**config.mk**
```make
export PLATFORM = sky130hd
export DESIGN_NAME = reflet_8bit_bootloader
export DESIGN_NICKNAME = d
export VERILOG_FILES = /design/src/rtl/reflet_8bit_bootloader_pkg.sv /design/src/rtl/reflet_8bit_bootloader_uart_rx.sv /design/src/rtl/reflet_8bit_bootloader.sv
export SDC_FILE = /design/constraint.sdc
export NUM_CORES = 1
export LEC_CHECK = 0
export ABC_AREA = 1
export CORE_ASPECT_RATIO = 0.75
export CORE_MARGIN = 4
export CORE_UTILIZATION = 50
export CTS_BUF_LIST = sky130_fd_sc_hd__clkbuf_16
export CTS_CLUSTER_SIZE = 28
export DETAILED_ROUTE_END_ITERATION = 10
export GPL_TIMING_DRIVEN = 0
export HOLD_SLACK_MARGIN = 0.06
export PLACE_DENSITY = 0.7
export SETUP_SLACK_MARGIN = 0.5
export SLEW_MARGIN = 15
export SYNTH_ARGS = -nofsm -noshare
export SYNTH_HDL_FRONTEND = slang
export SYNTH_SLANG_ARGS = --single-unit
```
**constraint.sdc**
```tcl
create_clock -name clk_i -period 2.9 [get_ports clk_i]
set_input_delay 0.58 -clock clk_i [delete_from_list [all_inputs] [get_ports clk_i]]
set_output_delay 0.58 -clock clk_i [all_outputs]
set_load 0.005 [all_outputs]
```
**src/rtl/reflet_8bit_bootloader_pkg.sv**
```systemverilog
// Shared types and constants for the reflet 8-bit UART bootloader.
package reflet_8bit_bootloader_pkg;

  localparam logic [7:0] BootMagic = 8'hA5;

  typedef enum logic [2:0] {
    StMagic,
    StLen,
    StData,
    StChk,
    StRun,
    StErr
  } boot_state_e;

  typedef enum logic [1:0] {
    RxIdle,
    RxStart,
    RxData,
    RxStop
  } rx_state_e;

endpackage

```
**src/rtl/reflet_8bit_bootloader_uart_rx.sv**
```systemverilog
// UART receiver: 2-flop synchroniser, mid-bit sampling, one-cycle valid / framing-error pulses.
module reflet_8bit_bootloader_uart_rx
  import reflet_8bit_bootloader_pkg::*;
#(
  parameter int unsigned Div = 16
) (
  input  logic       clk_i,
  input  logic       rst_ni,
  input  logic       rx_i,
  output logic [7:0] rx_byte_o,
  output logic       rx_valid_o,
  output logic       rx_ferr_o
);

  localparam int unsigned CntW = $clog2(Div);
  localparam logic [CntW-1:0] HalfM1 = CntW'(Div / 2 - 1);
  localparam logic [CntW-1:0] FullM1 = CntW'(Div - 1);

  logic [1:0]      sync_q;
  logic            prev_q;
  rx_state_e       st_q, st_d;
  logic [CntW-1:0] cnt_q, cnt_d;
  logic [2:0]      bit_q, bit_d;
  logic [7:0]      shift_q, shift_d;
  logic            valid_q, valid_d;
  logic            ferr_q, ferr_d;
  logic            rx_s;

  assign rx_s = sync_q[1];

  always_comb begin
    st_d    = st_q;
    cnt_d   = cnt_q;
    bit_d   = bit_q;
    shift_d = shift_q;
    valid_d = 1'b0;
    ferr_d  = 1'b0;
    case (st_q)
      RxIdle: begin
        if (prev_q && !rx_s) begin
          st_d  = RxStart;
          cnt_d = HalfM1;
        end
      end
      RxStart: begin
        if (cnt_q != '0) begin
          cnt_d = cnt_q - CntW'(1);
        end else if (rx_s) begin
          // Start bit gone by mid-bit: treat as a glitch.
          st_d = RxIdle;
        end else begin
          st_d  = RxData;
          cnt_d = FullM1;
          bit_d = 3'd0;
        end
      end
      RxData: begin
        if (cnt_q != '0) begin
          cnt_d = cnt_q - CntW'(1);
        end else begin
          shift_d = {rx_s, shift_q[7:1]};
          cnt_d   = FullM1;
          if (bit_q == 3'd7) st_d = RxStop;
          else bit_d = bit_q + 3'd1;
        end
      end
      RxStop: begin
        if (cnt_q != '0) begin
          cnt_d = cnt_q - CntW'(1);
        end else begin
          valid_d = rx_s;
          ferr_d  = !rx_s;
          st_d    = RxIdle;
        end
      end
      default: st_d = RxIdle;
    endcase
  end

  always_ff @(posedge clk_i or negedge rst_ni) begin
    if (!rst_ni) begin
      sync_q  <= 2'b11;
      prev_q  <= 1'b1;
      st_q    <= RxIdle;
      cnt_q   <= '0;
      bit_q   <= 3'd0;
      shift_q <= 8'h00;
      valid_q <= 1'b0;
      ferr_q  <= 1'b0;
    end else begin
      sync_q  <= {sync_q[0], rx_i};
      prev_q  <= rx_s;
      st_q    <= st_d;
      cnt_q   <= cnt_d;
      bit_q   <= bit_d;
      shift_q <= shift_d;
      valid_q <= valid_d;
      ferr_q  <= ferr_d;
    end
  end

  assign rx_byte_o  = shift_q;
  assign rx_valid_o = valid_q;
  assign rx_ferr_o  = ferr_q;

endmodule

```
**src/rtl/reflet_8bit_bootloader.sv**
```systemverilog
// UART bootloader: loads A5/LEN/data[/CHK] into instruction RAM, then releases the CPU.
// Define REFLET_BOOT_CHECKSUM_EN to require a trailing XOR checksum byte.
module reflet_8bit_bootloader
  import reflet_8bit_bootloader_pkg::*;
#(
  parameter int unsigned ClkFreq  = 1000000,
  parameter int unsigned BaudRate = 9600,
  parameter int unsigned AddrSize = 7,
  parameter int unsigned MemSize  = 128
) (
  input  logic                clk_i,
  input  logic                rst_ni,
  input  logic                rx_i,
  output logic [AddrSize-1:0] mem_addr_o,
  output logic [7:0]          mem_data_o,
  output logic                mem_write_en_o,
  output logic                boot_active_o,
  output logic                cpu_reset_o,
  output logic                boot_error_o
);

  localparam int unsigned Div = ClkFreq / BaudRate;
  localparam int unsigned CntW = AddrSize + 1;
  localparam logic [8:0] MemSizeW = 9'(MemSize);

  logic [7:0] rx_byte;
  logic       rx_valid;
  logic       rx_ferr;

  reflet_8bit_bootloader_uart_rx #(
    .Div(Div)
  ) u_uart_rx (
    .clk_i     (clk_i),
    .rst_ni    (rst_ni),
    .rx_i      (rx_i),
    .rx_byte_o (rx_byte),
    .rx_valid_o(rx_valid),
    .rx_ferr_o (rx_ferr)
  );

  boot_state_e         state_q, state_d;
  logic [CntW-1:0]     cnt_q, cnt_d;
  logic [CntW-1:0]     len_q, len_d;
  logic [AddrSize-1:0] addr_q, addr_d;
  logic [7:0]          data_q, data_d;
  logic                we_q, we_d;
  logic                run_q, run_d;
`ifdef REFLET_BOOT_CHECKSUM_EN
  logic [7:0]          csum_q, csum_d;
`endif

  always_comb begin
    state_d = state_q;
    cnt_d   = cnt_q;
    len_d   = len_q;
    addr_d  = addr_q;
    data_d  = data_q;
    we_d    = 1'b0;
    // Registered so the CPU is released the cycle after the final write strobe.
    run_d   = (state_q == StRun);
`ifdef REFLET_BOOT_CHECKSUM_EN
    csum_d  = csum_q;
`endif
    case (state_q)
      StMagic: begin
        if (rx_valid && rx_byte == BootMagic) state_d = StLen;
      end
      StLen: begin
        if (rx_ferr) begin
          state_d = StErr;
        end else if (rx_valid) begin
          if (rx_byte == 8'h00) begin
            state_d = StRun;
          end else if ({1'b0, rx_byte} > MemSizeW) begin
            state_d = StErr;
          end else begin
            state_d = StData;
            cnt_d   = '0;
            len_d   = CntW'(rx_byte);
`ifdef REFLET_BOOT_CHECKSUM_EN
            csum_d  = 8'h00;
`endif
          end
        end
      end
      StData: begin
        if (rx_ferr) begin
          state_d = StErr;
        end else if (rx_valid) begin
          we_d   = 1'b1;
          addr_d = cnt_q[AddrSize-1:0];
          data_d = rx_byte;
          cnt_d  = cnt_q + CntW'(1);
`ifdef REFLET_BOOT_CHECKSUM_EN
          csum_d = csum_q ^ rx_byte;
          if (cnt_q + CntW'(1) == len_q) state_d = StChk;
`else
          if (cnt_q + CntW'(1) == len_q) state_d = StRun;
`endif
        end
      end
`ifdef REFLET_BOOT_CHECKSUM_EN
      StChk: begin
        if (rx_ferr) begin
          state_d = StErr;
        end else if (rx_valid) begin
          state_d = (rx_byte == csum_q) ? StRun : StErr;
        end
      end
`endif
      StRun: begin
        addr_d = '0;
        data_d = 8'h00;
      end
      StErr: begin
        cnt_d   = '0;
        state_d = StMagic;
      end
      default: state_d = StMagic;
    endcase
  end

  always_ff @(posedge clk_i or negedge rst_ni) begin
    if (!rst_ni) begin
      state_q <= StMagic;
      cnt_q   <= '0;
      len_q   <= '0;
      addr_q  <= '0;
      data_q  <= 8'h00;
      we_q    <= 1'b0;
      run_q   <= 1'b0;
    end else begin
      state_q <= state_d;
      cnt_q   <= cnt_d;
      len_q   <= len_d;
      addr_q  <= addr_d;
      data_q  <= data_d;
      we_q    <= we_d;
      run_q   <= run_d;
    end
  end

`ifdef REFLET_BOOT_CHECKSUM_EN
  always_ff @(posedge clk_i or negedge rst_ni) begin
    if (!rst_ni) csum_q <= 8'h00;
    else         csum_q <= csum_d;
  end
`endif

  assign mem_addr_o     = addr_q;
  assign mem_data_o     = data_q;
  assign mem_write_en_o = we_q;
  assign cpu_reset_o    = run_q;
  assign boot_active_o  = !run_q;
  assign boot_error_o   = (state_q == StErr);

endmodule

```
Yosys cells after proc, flatten, opt, wreduce, memory -nomap -nowiden:

Index checks and enable logic that the tools add are counted.
W data, S select, Z words.

* register bits: 61
* input port bits: 3
* output and inout bits: 19
* logic and storage cells: 119

* reduce and logical (&&, ||, !) cells: 19
* bitwise logic cells: 5
* $add $sub $neg: 3
* order comparisons: 1
* equality and inequality tests: 29
* multiplexer cells: 47

Operators by type and width (number)
* $mux W8: 8
* $mux W7: 7
* $mux W3: 12
* $pmux W7 S4: 1
* $pmux W8 S3: 1
* $ne A2 B2 Y1 const B: 10
* $reduce_and A5 Y1: 4
* $pmux W8 S2: 1
* $pmux W7 S2: 1
* $mux W2: 6
* $pmux W3 S4: 1
* $ne A2 B1 Y1 const B: 5
* $eq A3 B3 Y1 const B: 3
* $add A8 B1 Y8 const B: 1
* $eq A8 B8 Y1: 1
* $eq A8 B8 Y1 const B: 1
* $gt A8 B8 Y1 const B: 1
* $logic_not A8 Y1: 1
* $pmux W2 S4: 1
* $mux W1: 7
* $reduce_and A7 Y1: 1
* $reduce_bool A7 Y1: 1
* $sub A7 B1 Y7 const B: 1
* $ne A3 B1 Y1 const B: 2
* 17 further kinds: 26

Longest topological paths before layout:

Gate-level depths: netlist of the first run.

* depth in word-level cells: 6
* mapped depth: 14
* mapped depth without buffers: 14

Cells and area by module:

Synthesis of the first run repeated with hierarchy kept, for this count alone.

* cell total of the unflattened synthesis: 393
* area total of the unflattened synthesis: 3145.5 um2

Modules (own cells, without submodules)
* reflet_8bit_bootloader: area each 1784.2 um2, instances 1, sequential area each 900.9 um2, cells each 228
* reflet_8bit_bootloader_uart_rx: area each 1361.3 um2, instances 1, sequential area each 629.4 um2, cells each 165

Worst setup path before layout of the first run:

OpenSTA, ideal clock, no wires.

* kind: register to register
* from: register cnt_q[0]
* to: register state_q[1]
* slack: 1.336 ns
* period minus slack after synthesis: 1.564 ns
* path buffers: 0
* required time: 2.782 ns
* library setup time: 0.118 ns
* stages on the path, launching flop included: 13
* arrival: 1.446 ns
* cells stage by stage: dfrtp_1 ha_1 nand2_1 nor2_1 nand3_1 nand3_1 nand2_1 nor2_1 nand3_1 nand2_1 nand2_1 nand2_1 nand2_1

* longest elaborated chain between the ends: 4

Ends and longest elaborated chain
* start, declared: line reflet_8bit_bootloader.sv:42 `logic [CntW-1:0] cnt_q, cnt_d;`
* start signal, assigned: line reflet_8bit_bootloader.sv:134 `cnt_q <= cnt_d;`
* $add A8 B1 Y8: line reflet_8bit_bootloader.sv:98 `if (cnt_q + CntW'(1) == len_q) state_d = StRun;`
* $eq A8 B8 Y1: line reflet_8bit_bootloader.sv:98
* $ne A3 B2 Y1 (no source line)
* $reduce_and A5 Y1 (no source line)
* end signal, assigned: line reflet_8bit_bootloader.sv:125 `state_q <= StMagic;`
* end signal, assigned: line reflet_8bit_bootloader.sv:133 `state_q <= state_d;`
* end, declared: line reflet_8bit_bootloader.sv:41 `boot_state_e state_q, state_d;`

Every way passes these cells.
A chain may end at the register's enable or synchronous reset.

Worst setup path in the final report of the first run:

* from: register state_q[1]
* to: output boot_error_o

* longest elaborated chain between the ends: 1

Ends and longest elaborated chain
* $eq A3 B3 Y1: line reflet_8bit_bootloader.sv:155 `assign boot_error_o = (state_q == StErr);`
* end, declared: line reflet_8bit_bootloader.sv:19 `output logic boot_error_o`

Every way passes these cells.

==> results of run 1 <==
power breakdown:
part,switching [mW],total [mW],internal [mW]
registers,0.0414,0.963,0.922
clock network,0.360,1.01,0.650
logic,0.361,0.547,0.186
through the flow:
step	hold slack [ns]	worst slack [ns]	utilization	instance area, µm²
2_1_floorplan	0.284	1.34	-	3070
3_3_place_gp	0.347	-0.716	0.574	3380
3_5_place_dp	0.348	1.02	0.574	3380
4_1_cts	0.356	0.771	0.622	3660
5_1_grt	0.366	0.659	0.622	3660
6_report	0.338	0.762	0.622	3660
sequential cells by signal, indices dropped and copies added, names as in the netlist, 2 cells and up, named ones only:
| register | flops |
|---|---|
| mem_addr_o | 7 |
| u_uart_rx.cnt_q | 7 |
| state_q | 3 |
| u_uart_rx.rx_byte_o | 8 |
| u_uart_rx.sync_q | 2 |
| u_uart_rx.bit_q | 3 |
| len_q | 8 |
| cnt_q | 8 |
| mem_data_o | 8 |
routing by layer:
layer,share of wire,global-route usage,routed length [µm]
met1,0.51,0.265,3360
met2,0.43,0.307,2840
met3,0.045,0.0567,296
met4,0.0073,0.0742,48
met5,0,0,0
worst max-delay path, delay by kind of cell (launching register included):
family	cells	cell delay (ns)
AND/OR/NAND/NOR	2	0.22
flip-flops	1	0.39
buffers and inverters	2	0.63
placed cells by master (no fill, tap or decap), types with 6 or more instances in the layout:
cell type	netlist	layout
ha_1	9	9
a21oi_1	12	12
o21ai_2	6	6
o21ai_0	35	35
clkdlybuf4s50_1	0	20
nand2_1	90	90
nand3_1	47	47
dfrtp_1	58	58
clkbuf_16	0	9
nor2_1	26	26
inv_1	52	52
worst min path at each step:
stage,to,from,slack (ns)
2_1_floorplan,asynchronous set/reset pin,rst_ni,0.28
3_3_place_gp,u_uart_rx.sync_q[1],u_uart_rx.sync_q[0],0.35
3_5_place_dp,u_uart_rx.sync_q[1],u_uart_rx.sync_q[0],0.35
4_1_cts,cnt_q[3],rst_ni,0.36
5_1_grt,u_uart_rx.sync_q[1],u_uart_rx.sync_q[0],0.37
6_report,mem_addr_o[2],rst_ni,0.34
layout make-up:
type | count | area [µm²]
well taps | 78 | 97.6
clock buffers | 9 | 225
flip-flops and latches | 61 | 1530
fillers | 504 | 2230
multi-input cells | 256 | 1320
inverters | 52 | 195
plain buffers | 6 | 31.3
repair buffers | 21 | 208
clock inverters | 7 | 56.3
kinds of logic (layout without fill, tap and decap cells):
kind of cell | Yosys count | in the layout | share of synthesized area
buffers and inverters | 58 | 95 | 0.0737
XOR/XNOR | 4 | 4 | 0.0114
flip-flops | 61 | 61 | 0.498
AO/OA/AOI/OAI | 64 | 64 | 0.119
adder cells (fa/ha/maj) | 9 | 9 | 0.0367
AND/OR/NAND/NOR | 179 | 179 | 0.261
==> run metrics, run 1 <==
outcome=complete, no violations; ANT cells=0; overall routing resource usage=0.197; area delta synth->final=19.1%; total negative slack=0 ns; R2R cell count=12; Synth top area share=0.473; CP cell instances=inv_1 -> nand2_1 -> nor2_1 -> clkdlybuf4s50_1; Slew HR=0.499; Port Buffers=21; distinct cell type count after synthesis=31; area leader, netlist=dfrtp_1; Worst setup EP type=output pin; Cells after Synth=375; CTS H-Tree Depth=3; Final period util=0.737; crit path capture=boot_error_o; Post-synth top flop=dfrtp_1; ranking of synthesized cells by area=dfrtp_1 (47%), nand2_1 (11%), nand3_1 (7.7%); Worst-Skew Late Latency=0.32 ns; Slowest-stage cell, CP=clkdlybuf4s50_1; Final ANT Viol Nets=0; routability cong.=0.862; max-slew violation count=0; pwr/cell area=689 nW/µm²; TritonCTS clock tree=built; Hold Path Class=in2async; critical path type=reg2out; CP arrival=1.56 ns; Reg clk slew, reported paths=0.05 ns; leak pwr=1.73 nW; routed wire length=6540 µm; R2R Path End=state_q[1]; Nets=419; # setup viols final=0; sequential area share after synthesis=0.498; first-pass GRT wire length=11400 µm; synthesized cell area=3070 µm²; die width=98.5 µm; Root Buffer=clkbuf_16; fmax=468 MHz; Yosys reg bits=61; critical path startpoint=state_q[1]; VDD IR-drop max=379 µV; PostCTS Resize Cnt=0; most instantiated library cell after synthesis=nand2_1; Max-Cap Viols=0; initial detailed-routing violation count=211; DRC viols=0; Row Count=24; Tmin final=2.14 ns; Ys Warns=0; CP Launch Type=register; DR vias/cell=5.22; final cell count without fillers=490; total number of vias=2558; top cells by count, synth=nand2_1 (90), dfrtp_1 (58), inv_1 (52), nand3_1 (47), o21ai_0 (35); Vert. Die Dim=75.9 µm; Initial Util=0.522; Final Hold Vio Count=0; initial antenna violation count=0; Post CTS Setup Buffer Count=0; number of synthesized flops with an enable pin=0; CP Max Fanout=3; DIE AREA=7470 µm²; final worst clock skew=0.00482 ns; drt pass-1 iters=4; Num CTS Buffers=9; Final Power=2.52 mW; Worst EP required=2.32 ns; # placed instances=474; Post-Syn Nets=387; FFs w/ async S/R, synth=1.00; Mean Syn Cell Area=8.19 µm²; RSZ-0062 raised after global routing=no; number of global-route vias before repair=2461; post-DP HPWL=4620 µm; Placeable Area=5890 µm²; Avg WL per Cell=13.4 µm; CTS Sinks=61; clock buffer depth=2; Reg2Reg Launch Point=cnt_q[0]; Worst Max-Slew Pin Slew=0.752 ns; total grt overflow=0; IO Pins=22; share of cells above drive strength 1=0.0777; R2R setup slack=0.99 ns; largest net degree at the start of global routing=62; hold_buf cts=0; max incr delay on CP=0.54 ns
(Power assumes the default switching activity.)
==> run 2: changes to the inputs <==
--- a/config.mk
+++ b/config.mk
@@ -14,7 +14,7 @@
 export DETAILED_ROUTE_END_ITERATION = 10
 export GPL_TIMING_DRIVEN = 0
 export HOLD_SLACK_MARGIN = 0.06
-export PLACE_DENSITY = 0.7
+export PLACE_DENSITY = 0.72
 export SETUP_SLACK_MARGIN = 0.5
 export SLEW_MARGIN = 15
 export SYNTH_ARGS = -nofsm -noshare
==> constraint.sdc (replaced) <==
create_clock -name clk_i -period 1.8 [get_ports clk_i]
set_input_delay 0.36 -clock clk_i [delete_from_list [all_inputs] [get_ports clk_i]]
set_output_delay 0.36 -clock clk_i [all_outputs]
set_load 0.005 [all_outputs]
==> run 2 against run 1 <==
  * The flow now finishes with violations (negative setup slack)
  * Clock power rose by 63%
  * Clock skew rose by 0.0021 ns
  * Sequential power rose by 66%
  * Wire length rose by 76%
  * Setup slack got worse by 0.76 ns
  * First-iteration DRC count rose by 89%
  * Largest power group is now combinational cells
==> run metrics, run 2 (synthesis results as in run 1) <==
pwr/cell area=1070 nW/µm² (was 689 nW/µm²); Port Buffers=21 (unchanged); RSZ-0062 raised after global routing=yes (was no); final setup margin=-0.00152 ns (was 0.762 ns); pre-CTS WS=-0.0360 ns (was 1.02 ns); outcome=finished, violations left (was complete, no violations); area delta synth->final=59.8% (was 19.1%); Reg clk slew, reported paths=0.05 ns (about the same); Worst Max-Slew Pin Slew=0.567 ns (was 0.752 ns); largest net degree at the start of global routing=43 (was 62); routed wire length=11500 µm (was 6540 µm); Nets=479 (was 419); most common cell after layout, fill and taps aside=nand2_1 (unchanged); CTS H-Tree Depth=3 (unchanged); initial antenna violation count=0 (unchanged); Worst EP required=2.06 ns (was 2.32 ns); total negative slack=-0.00152 ns (was 0 ns); clock buffer depth=2 (unchanged); Hold Path Stages=0; Final period util=1.00; Hold Path Class=reg2reg (was in2async); Row Count=24 (unchanged); die width=98.5 µm (unchanged); initial detailed-routing violation count=399 (was 211); Root Buffer=clkbuf_16 (unchanged); Final ANT Viol Nets=0 (unchanged); R2R cell count=6 (was 12); Final Util=0.834 (was 0.622); DRC viols=0 (unchanged); Worst-Skew Late Latency=0.33 ns (was 0.32 ns); Placeable Area=5890 µm² (unchanged); Slew HR=0.619 (was 0.499); FILL cells=294 (was 504); Hold Slack=0.362 ns (was 0.338 ns); CTS Sinks=61 (unchanged); IO Pins=22 (unchanged); post-DP HPWL=5170 µm (was 4620 µm); Vert. Die Dim=75.9 µm (unchanged); Final Hold Vio Count=0 (unchanged); Num CTS Buffers=9 (unchanged); worst hold path startpoint=u_uart_rx.sync_q[0]; number of global-route vias before repair=2783 (was 2461); share of cells above drive strength 1=0.494 (was 0.0777); critical path type=reg2reg (was reg2out); leak pwr=2.25 nW (was 1.73 nW); CP Max Fanout=3 (unchanged); Reg2Reg Launch Point=state_q[2] (was cnt_q[0]); # setup viols final=1 (was 0); fmax=555 MHz; R2R setup slack=-0.002 ns (was 0.99 ns); Avg WL per Cell=21.0 µm (was 13.4 µm); DIE AREA=7470 µm² (unchanged); CP arrival=2.06 ns (was 1.56 ns); overall routing resource usage=0.233 (was 0.197); ANT cells=0 (unchanged); final worst clock skew=0.00689 ns (was 0.00482 ns); first-pass GRT wire length=13500 µm (was 11400 µm); Hold Path Sink=u_uart_rx.sync_q[1]; Initial Util=0.522 (unchanged); total number of vias=3375 (was 2558); total grt overflow=0 (unchanged); commonest non-fill, non-tap cells in the layout=nand2_1 (58), dfrtp_1 (50), buf_4 (38) (was nand2_1 (90), dfrtp_1 (58), inv_1 (52)); max-slew violation count=0 (unchanged); drt pass-1 iters=7 (was 4); failing checks=negative setup slack; Max-Cap Viols=0 (unchanged); TritonCTS clock tree=built (unchanged); CP Launch Type=register (unchanged); Worst setup EP type=register (was output pin); VDD IR-drop max=866 µV (was 379 µV); R2R Path End=state_q[0] (was state_q[1]); Tmin final=1.80 ns; DR vias/cell=6.14 (was 5.22); routability cong.=0.845 (was 0.862)
## run 2: cell types whose count changed in the layout (fill, tap and decap cells not counted), sizes merged, moves of 2 or more
cell	before	now
clkdlybuf4s50	20	1
clkbuf	12	17
buf	4	65
clkinv	6	3
clkdlybuf4s15	0	11
inv	52	54
## run 2: power by group
part	total (mW)	switching [mW]	internal (mW)
clock network	1.65	0.609	1.04
registers	1.60	0.110	1.49
logic	2.01	1.18	0.833
total	5.26	1.90	3.37
## run 2: what timing repair did
action,CTS,global route
hold endpoints to repair,19,0
buffers inserted,32,21
setup endpoints to repair,74,65
gates resized for setup,107,136
cloned,3,2
hold buffers,1,0
pin swaps,20,38
## run 2: routing by layer
layer,wire [µm],track usage,vias up
met2,5240,0.366,255
met5,0,0,-
met4,594,0.0788,0
met1,4520,0.321,1609
li1,-,-,1433
met3,1180,0.0595,78
## run 2: worst max path at each step
stage | startpoint | end | slack, ns | cells after the start
final | state_q[2] | state_q[0] | -0.002 | 6
after detailed placement | cnt_q[0] | state_q[1] | -0.04 | 12
after floorplan | cnt_q[0] | state_q[1] | 0.33 | 11
after global routing | cnt_q[1] | state_q[0] | -0.16 | 12
after global placement | rst_ni | u_uart_rx.bit_q[0] | -1.65 | 1
after CTS | cnt_q[0] | state_q[1] | 0.16 | 11
## run 2: cell type report
class / instances / area, µm² / share of cell area
clock inverters: 7 / 53.8 / 0.0110
clock buffers: 9 / 225 / 0.0459
plain buffers: 6 / 78.8 / 0.0161
flip-flops and latches: 61 / 1540 / 0.314
repair buffers: 80 / 774 / 0.158
multi-input cells: 257 / 1920 / 0.391
inverters: 52 / 221 / 0.0451
well taps: 78 / 97.6 / 0.0199
## run 2: metrics by stage
stage,power (mW),instances,cell area (µm²)
floorplan,2.46,375,3220
global placement,2.65,474,3520
detailed placement,2.68,475,3540
CTS,4.68,527,4290
global route,5.46,550,4910
finish,5.26,550,4910
## run 2: critical path, cell delays in order, from the launching register on
cell and delay, ns:
dfrtp_1 0.39, buf_6 0.14, nor4_1 0.53, a21oi_1 0.20, a21oi_2 0.23, nand3_1 0.14, nand2_1 0.10
